==> config.mk <==
export PLATFORM = sky130hd
export DESIGN_NAME = eth_tx_arbiter_flat
export DESIGN_NICKNAME = d
export VERILOG_FILES = /design/src/rtl/eth_tx_arbiter_if.sv /design/src/rtl/eth_tx_arbiter.sv /design/src/flat_wrapper.sv
export SDC_FILE = /design/constraint.sdc
export NUM_CORES = 1
export LEC_CHECK = 0
export CAP_MARGIN = 20
export CORE_ASPECT_RATIO = 2
export CORE_MARGIN = 2
export CORE_UTILIZATION = 29
export DETAILED_ROUTE_END_ITERATION = 8
export HOLD_SLACK_MARGIN = 0.03
export PLACE_DENSITY_LB_ADDON = 0.15
export SYNTH_ARGS = -nofsm -noshare
export SYNTH_HDL_FRONTEND = slang
export SYNTH_SLANG_ARGS = --single-unit
==> constraint.sdc <==
create_clock -name clk -period 3 [get_ports clk]
set_input_delay 0.45 -clock clk [delete_from_list [all_inputs] [get_ports clk]]
set_output_delay 0.45 -clock clk [all_outputs]
set_load 0.05 [all_outputs]
==> src/rtl/eth_tx_arbiter_if.sv <==
// Bundle between the two frame producers and the TX arbiter: requests, grants,
// the two producer dibit streams and the merged stream toward the CRC stage.
`timescale 1ns/1ps
interface eth_tx_arbiter_if;
    logic [1:0] req;
    logic [1:0] grant;
    logic       axiiv0;
    logic [1:0] axiid0;
    logic       axiiv1;
    logic [1:0] axiid1;
    logic       axiov;
    logic [1:0] axiod;
    logic       busy;
    logic       abort;

    modport master (
        output req, axiiv0, axiid0, axiiv1, axiid1,
        input  grant, axiov, axiod, busy, abort
    );

    modport slave (
        input  req, axiiv0, axiid0, axiiv1, axiid1,
        output grant, axiov, axiod, busy, abort
    );
endinterface

==> src/rtl/eth_tx_arbiter.sv <==
// Frame-granular round-robin arbiter sharing one RMII TX dibit stream between
// two producers, with inter-frame gap, start timeout and max-length watchdog.
`timescale 1ns/1ps
module eth_tx_arbiter #(
    parameter int IFG_DIBITS    = 48,
    parameter int MAX_DIBITS    = 6104,
    parameter int START_TIMEOUT = 64
) (
    input  logic            clk,
    input  logic            rst_n,
    eth_tx_arbiter_if.slave bus
);
    localparam int LEN_W = $clog2(MAX_DIBITS + 1);
    localparam int GAP_W = (IFG_DIBITS > 1) ? $clog2(IFG_DIBITS) : 1;
    localparam int TMO_W = (START_TIMEOUT > 1) ? $clog2(START_TIMEOUT) : 1;

    localparam logic [LEN_W-1:0] LEN_MAX  = LEN_W'(MAX_DIBITS);
    localparam logic [GAP_W-1:0] GAP_LAST = GAP_W'(IFG_DIBITS - 1);
    localparam logic [TMO_W-1:0] TMO_LAST = TMO_W'(START_TIMEOUT - 1);

    typedef enum logic [1:0] {
        S_IDLE,
        S_GRANT,
        S_STREAM,
        S_GAP
    } state_t;

    state_t           r_state;
    logic             r_sel;
    logic             r_rr_last;
    logic [1:0]       r_grant;
    logic             r_axiov;
    logic [1:0]       r_axiod;
    logic             r_busy;
    logic             r_abort;
    logic [LEN_W-1:0] r_len;
    logic [GAP_W-1:0] r_gap_cnt;
    logic [TMO_W-1:0] r_start_cnt;

    logic             w_v;
    logic [1:0]       w_d;
    logic             w_req_sel;
    logic             w_pick;

    assign w_v       = r_sel ? bus.axiiv1 : bus.axiiv0;
    assign w_d       = r_sel ? bus.axiid1 : bus.axiid0;
    assign w_req_sel = bus.req[r_sel];
    // With both requesting, the one not served last wins; otherwise the lone requester.
    assign w_pick    = (bus.req == 2'b11) ? ~r_rr_last : bus.req[1];

    // NOTE: every state register uses <= so all branches see pre-edge values.
    always_ff @(posedge clk or negedge rst_n) begin
        if (!rst_n) begin
            r_state     <= S_IDLE;
            r_sel       <= 1'b0;
            r_rr_last   <= 1'b1;
            r_grant     <= 2'b00;
            r_axiov     <= 1'b0;
            r_axiod     <= 2'b00;
            r_busy      <= 1'b0;
            r_abort     <= 1'b0;
            r_len       <= '0;
            r_gap_cnt   <= '0;
            r_start_cnt <= '0;
        end else begin
            // NOTE: pulse and stream outputs default low each cycle; branches override.
            r_abort <= 1'b0;
            r_axiov <= 1'b0;
            r_axiod <= 2'b00;
            case (r_state)
                S_IDLE: begin
                    if (bus.req != 2'b00) begin
                        r_sel       <= w_pick;
                        r_grant     <= w_pick ? 2'b10 : 2'b01;
                        r_start_cnt <= '0;
                        r_busy      <= 1'b1;
                        r_state     <= S_GRANT;
                    end
                end
                S_GRANT: begin
                    if (w_v) begin
                        r_axiov <= 1'b1;
                        r_axiod <= w_d;
                        r_len   <= LEN_W'(1);
                        r_state <= S_STREAM;
                    end else if (!w_req_sel) begin
                        r_grant <= 2'b00;
                        r_busy  <= 1'b0;
                        r_state <= S_IDLE;
                    end else if (r_start_cnt == TMO_LAST) begin
                        r_abort   <= 1'b1;
                        r_grant   <= 2'b00;
                        r_rr_last <= r_sel;
                        r_busy    <= 1'b0;
                        r_state   <= S_IDLE;
                    end else begin
                        r_start_cnt <= r_start_cnt + TMO_W'(1);
                    end
                end
                S_STREAM: begin
                    if (w_v && (r_len == LEN_MAX)) begin
                        r_abort   <= 1'b1;
                        r_grant   <= 2'b00;
                        r_rr_last <= r_sel;
                        r_gap_cnt <= '0;
                        r_state   <= S_GAP;
                    end else if (w_v) begin
                        r_axiov <= 1'b1;
                        r_axiod <= w_d;
                        r_len   <= r_len + LEN_W'(1);
                    end else begin
                        r_grant   <= 2'b00;
                        r_rr_last <= r_sel;
                        r_gap_cnt <= '0;
                        r_state   <= S_GAP;
                    end
                end
                S_GAP: begin
                    if (r_gap_cnt == GAP_LAST) begin
                        r_busy  <= 1'b0;
                        r_state <= S_IDLE;
                    end else begin
                        r_gap_cnt <= r_gap_cnt + GAP_W'(1);
                    end
                end
                default: begin
                    r_grant <= 2'b00;
                    r_busy  <= 1'b0;
                    r_state <= S_IDLE;
                end
            endcase
        end
    end

    assign bus.grant = r_grant;
    assign bus.axiov = r_axiov;
    assign bus.axiod = r_axiod;
    assign bus.busy  = r_busy;
    assign bus.abort = r_abort;
endmodule

==> src/flat_wrapper.sv <==
// flat-port wrapper written by rule: the top's interface ports become plain ports
module eth_tx_arbiter_flat 
#(
    parameter int IFG_DIBITS    = 48,
    parameter int MAX_DIBITS    = 6104,
    parameter int START_TIMEOUT = 64
)
  (clk, rst_n, bus_req, bus_axiiv0, bus_axiid0, bus_axiiv1, bus_axiid1, bus_grant, bus_axiov, bus_axiod, bus_busy, bus_abort);
  eth_tx_arbiter_if bus_i ();
  input  logic clk;
  input  logic rst_n;
  input wire logic [$bits(bus_i.req)-1:0] bus_req;
  input wire logic [$bits(bus_i.axiiv0)-1:0] bus_axiiv0;
  input wire logic [$bits(bus_i.axiid0)-1:0] bus_axiid0;
  input wire logic [$bits(bus_i.axiiv1)-1:0] bus_axiiv1;
  input wire logic [$bits(bus_i.axiid1)-1:0] bus_axiid1;
  output wire logic [$bits(bus_i.grant)-1:0] bus_grant;
  output wire logic [$bits(bus_i.axiov)-1:0] bus_axiov;
  output wire logic [$bits(bus_i.axiod)-1:0] bus_axiod;
  output wire logic [$bits(bus_i.busy)-1:0] bus_busy;
  output wire logic [$bits(bus_i.abort)-1:0] bus_abort;
  assign bus_i.req = bus_req;
  assign bus_i.axiiv0 = bus_axiiv0;
  assign bus_i.axiid0 = bus_axiid0;
  assign bus_i.axiiv1 = bus_axiiv1;
  assign bus_i.axiid1 = bus_axiid1;
  assign bus_grant = bus_i.grant;
  assign bus_axiov = bus_i.axiov;
  assign bus_axiod = bus_i.axiod;
  assign bus_busy = bus_i.busy;
  assign bus_abort = bus_i.abort;
  eth_tx_arbiter #(.IFG_DIBITS(IFG_DIBITS), .MAX_DIBITS(MAX_DIBITS), .START_TIMEOUT(START_TIMEOUT)) u_core (.clk(clk), .rst_n(rst_n), .bus(bus_i));
endmodule
==> metrics <==
clock edge transition at the registers on the reported setup and hold paths 0.05 ns; largest net degree at the start of global routing 37; RSZ-0062 raised after global routing false; total area of multi-input combinational cells 1040 um2; Initial Util 29.4%; P_int 1.20 mW; syn_nets 225; synth top area cells dfrtp_1, ha_1, nor2_1, nand3_1, nand2_1; worst hold path type in -> async; final hold violation count 0; number of vias per cell after detailed routing 4.86; final worst hold slack 0.257 ns; Tightest Pin Transition 0.789 ns; count of final setup violators 0; number of iterations in the first detailed-routing pass 4; Chip Height 122 um; Ports 17; net count reported at finish 241; Post-synth EDFFs 0; simple-gate share of the synthesized area 26.6%; logic gate share of total power 39.9%; cell area after technology mapping 2010 um2; Final period util 86.1%; xor and xnor area share after synthesis 4.36%; arrival time worst endpoint 2.73 ns; wire length of the first global-routing pass 7520 um; cell accounting for the most synthesized area dfrtp_1; register cell area after layout 902 um2; reg-to-reg setup timing slack 0.42 ns; leakage power of the design 1.05 nW; Setup crit start kind flip-flop; H-Tree Depth 2; gp weighted congestion 0.797; number of buffers inserted during clock tree synthesis 5; Num Clock Sinks 36; sequential share of the synthesized area 44.9%; fraction of registers with async set or reset after synthesis 100%; sequential cell fraction of total power 35.4%; Max Cap Violations 0; Clock Path Buffers 2; initial antenna violation count 0; clock root buffer master clkbuf_16; worst-skew pair later-pin latency 0.28 ns; via count of the first global-routing pass 1527; Final Max Slew Viols 0; multiplexer fraction of the synthesized cell area 5.91%; net switching fraction of the power 38.6%; global router's overall resource usage 12.6%; total negative setup slack 0 ns; post-synthesis compound-gate area fraction 10.1%; clock tree from TritonCTS built; Netlist cell types 48; wire length after detailed routing 4230 um; GRT Residual Overflow 0; mean cell area of the mapped netlist 9.71 um2; antenna diode count 0; Max VDD drop 0.548 mV; Initial DRC Count 59; CP Data Required Time 3.15 ns; # fillers 730; total of buffers placed on input and output ports 16; run status finished, final reports clean; overall die width 62.9 um; Detail Route Antenna Nets 0; number of buffers inserted for hold repair after clock tree synthesis 0; Synth top area share 43.6%; number of core rows 43; capturing element type of the critical path flip-flop; fraction of layout instances using a drive strength above 1 8.52%; Clock Skew 0.00225 ns; net switching power 0.757 mW; Synth Area in Adders 4.98%; number of synthesized register bits 36; estimated wirelength of the detail-placed design 3020 um; largest family of logic cells by synthesized area simple AND/OR/NAND/NOR gates; overall die area 7660 um2; Slew HR 47.4%; Setup Buffers After CTS 0; synthesized instance count 207; classification of the worst setup path reg -> reg; power per cell area 822 nW/um2; most instantiated flip-flop cell in the synthesis netlist dfrtp_1; synthesis-to-finish area growth 18.7%; final routed DRC violation total 0; Clk network pwr share 24.8%; peak clock frequency supported by timing 387 MHz; post-cts repair resize count 0; number of warnings issued by yosys 0; largest fanout on the critical path 13; total number of vias 1522; average wire per cell in the routed design 13.5 um; min Tclk post-route 2.58 ns; Core Region 6830 um2
[power by group through the flow]
stage               Combinational [mW]  Clock [mW]  Sequential (mW)
floorplan                        0.511           0            0.770
global placement                 0.784           0            0.696
detailed placement               0.790           0            0.700
CTS                              0.797       0.505            0.693
global route                     0.884       0.526            0.711
finish                           0.782       0.486            0.693
[cells by family after synthesis]
logic type,count (synthesis)
DFF,36
adders and majority gates,8
and+or+nand+nor,97
xor gates and xnor gates,10
AOI/OAI and AO/OA,29
buffers and inverters,16
muxes,11
[area by class of cell]
class	count	share of cell area [%]
multi-input combinational	155	43.8
sequential	36	37.8
timing repair buffer	17	6.82
clock buffer	6	5.40
tap	90	4.72
inverter	8	1.26
clock inverter	1	0.210
[cells in the mapped netlist, drive strengths merged (2+ instances only)]
cell type,n
nand3b,3
nor3b,2
mux2i,4
or4b,3
dfrtp,35
nand3,17
nand4,6
or3,2
mux2,7
and3,4
o31ai,3
nor2,24
xnor2,2
inv,8
nor3,3
a22o,4
nand2,20
clkbuf,4
and2,2
ha,8
nor4,3
xor2,8
a21oi,3
a21boi,2
buf,4
nor4b,3
or2,2
o21ai,10
[path summary, 6_finish.rpt]
check,end,start,depth (start not counted)
max,flip-flop,u_core.r_len[0],7
max in group asynchronous,u_core.r_len[0],rst_n,1
min reg2reg,u_core.bus.grant[0],u_core.bus.grant[0],1
min,u_core.bus.grant[1],rst_n,1
min in group clk,u_core.bus.grant[0],u_core.bus.grant[0],1
max reg2reg,flip-flop,u_core.r_len[0],7
[state kept, by name (all words and copies together) (netlist names), named ones only]
signal              flops
u_core.bus.grant        2
u_core.r_rr_last        1
u_core.r_len           13
u_core.bus.abort        1
u_core.bus.axiod        2
u_core.r_gap_cnt        6
u_core.r_state          1
u_core.r_start_cnt      6
u_core.bus.axiov        1
u_core.r_sel            1
u_core.bus.busy         1
[per-stage QoR]
| step | instances | total power, mW | instance area (um2) | utilization, % | setup slack, ns |
|---|---|---|---|---|---|
| final | 313 | 1.96 | 2390 | 34.9 | 0.417 |
| after global placement | 306 | 1.48 | 2250 | 33.0 | 0.497 |
| after detailed placement | 306 | 1.49 | 2250 | 33.0 | 0.437 |
| after global routing | 313 | 2.12 | 2390 | 34.9 | 0.244 |
| after CTS | 313 | 2.00 | 2390 | 34.9 | 0.384 |
| after floorplan | 207 | 1.28 | 2010 | - | 0.741 |
[layout by cell type, fill, tap and decap left out, types with 2 or more instances in the layout]
master / count
and3_1: 4
dfrtp_1: 35
nor2_1: 23
nor3b_1: 2
mux2_1: 4
o21ai_0: 9
or4b_1: 2
a21boi_0: 2
nor3_1: 3
nand4_1: 6
a22o_1: 4
xnor2_1: 2
nand3b_1: 3
inv_1: 8
xor2_1: 8
nor4b_1: 2
clkdlybuf4s50_1: 15
a21oi_1: 3
o31ai_1: 3
or3_1: 2
mux2_2: 3
and2_1: 2
mux2i_1: 4
clkbuf_16: 5
nand2_1: 20
ha_1: 8
nand3_1: 17
[critical path: stages, from the launching register on]
cell	delay, ns
dfrtp_1	0.45
inv_1	0.12
ha_1	0.14
or4b_4	0.46
nor4_4	0.31
nor2_2	0.19
nor4b_1	0.41
mux2_1	0.38
[per-layer routing]
| layer | track usage [%] | wire, um | vias up |
|---|---|---|---|
| met5 | 0 | 0 | - |
| met4 | 7.08 | 102 | 0 |
| met3 | 2.95 | 169 | 5 |
| met2 | 19.1 | 1900 | 32 |
| met1 | 16.4 | 2060 | 711 |
| li1 | - | - | 774 |
No activity file was read; power rests on OpenSTA's default activity.
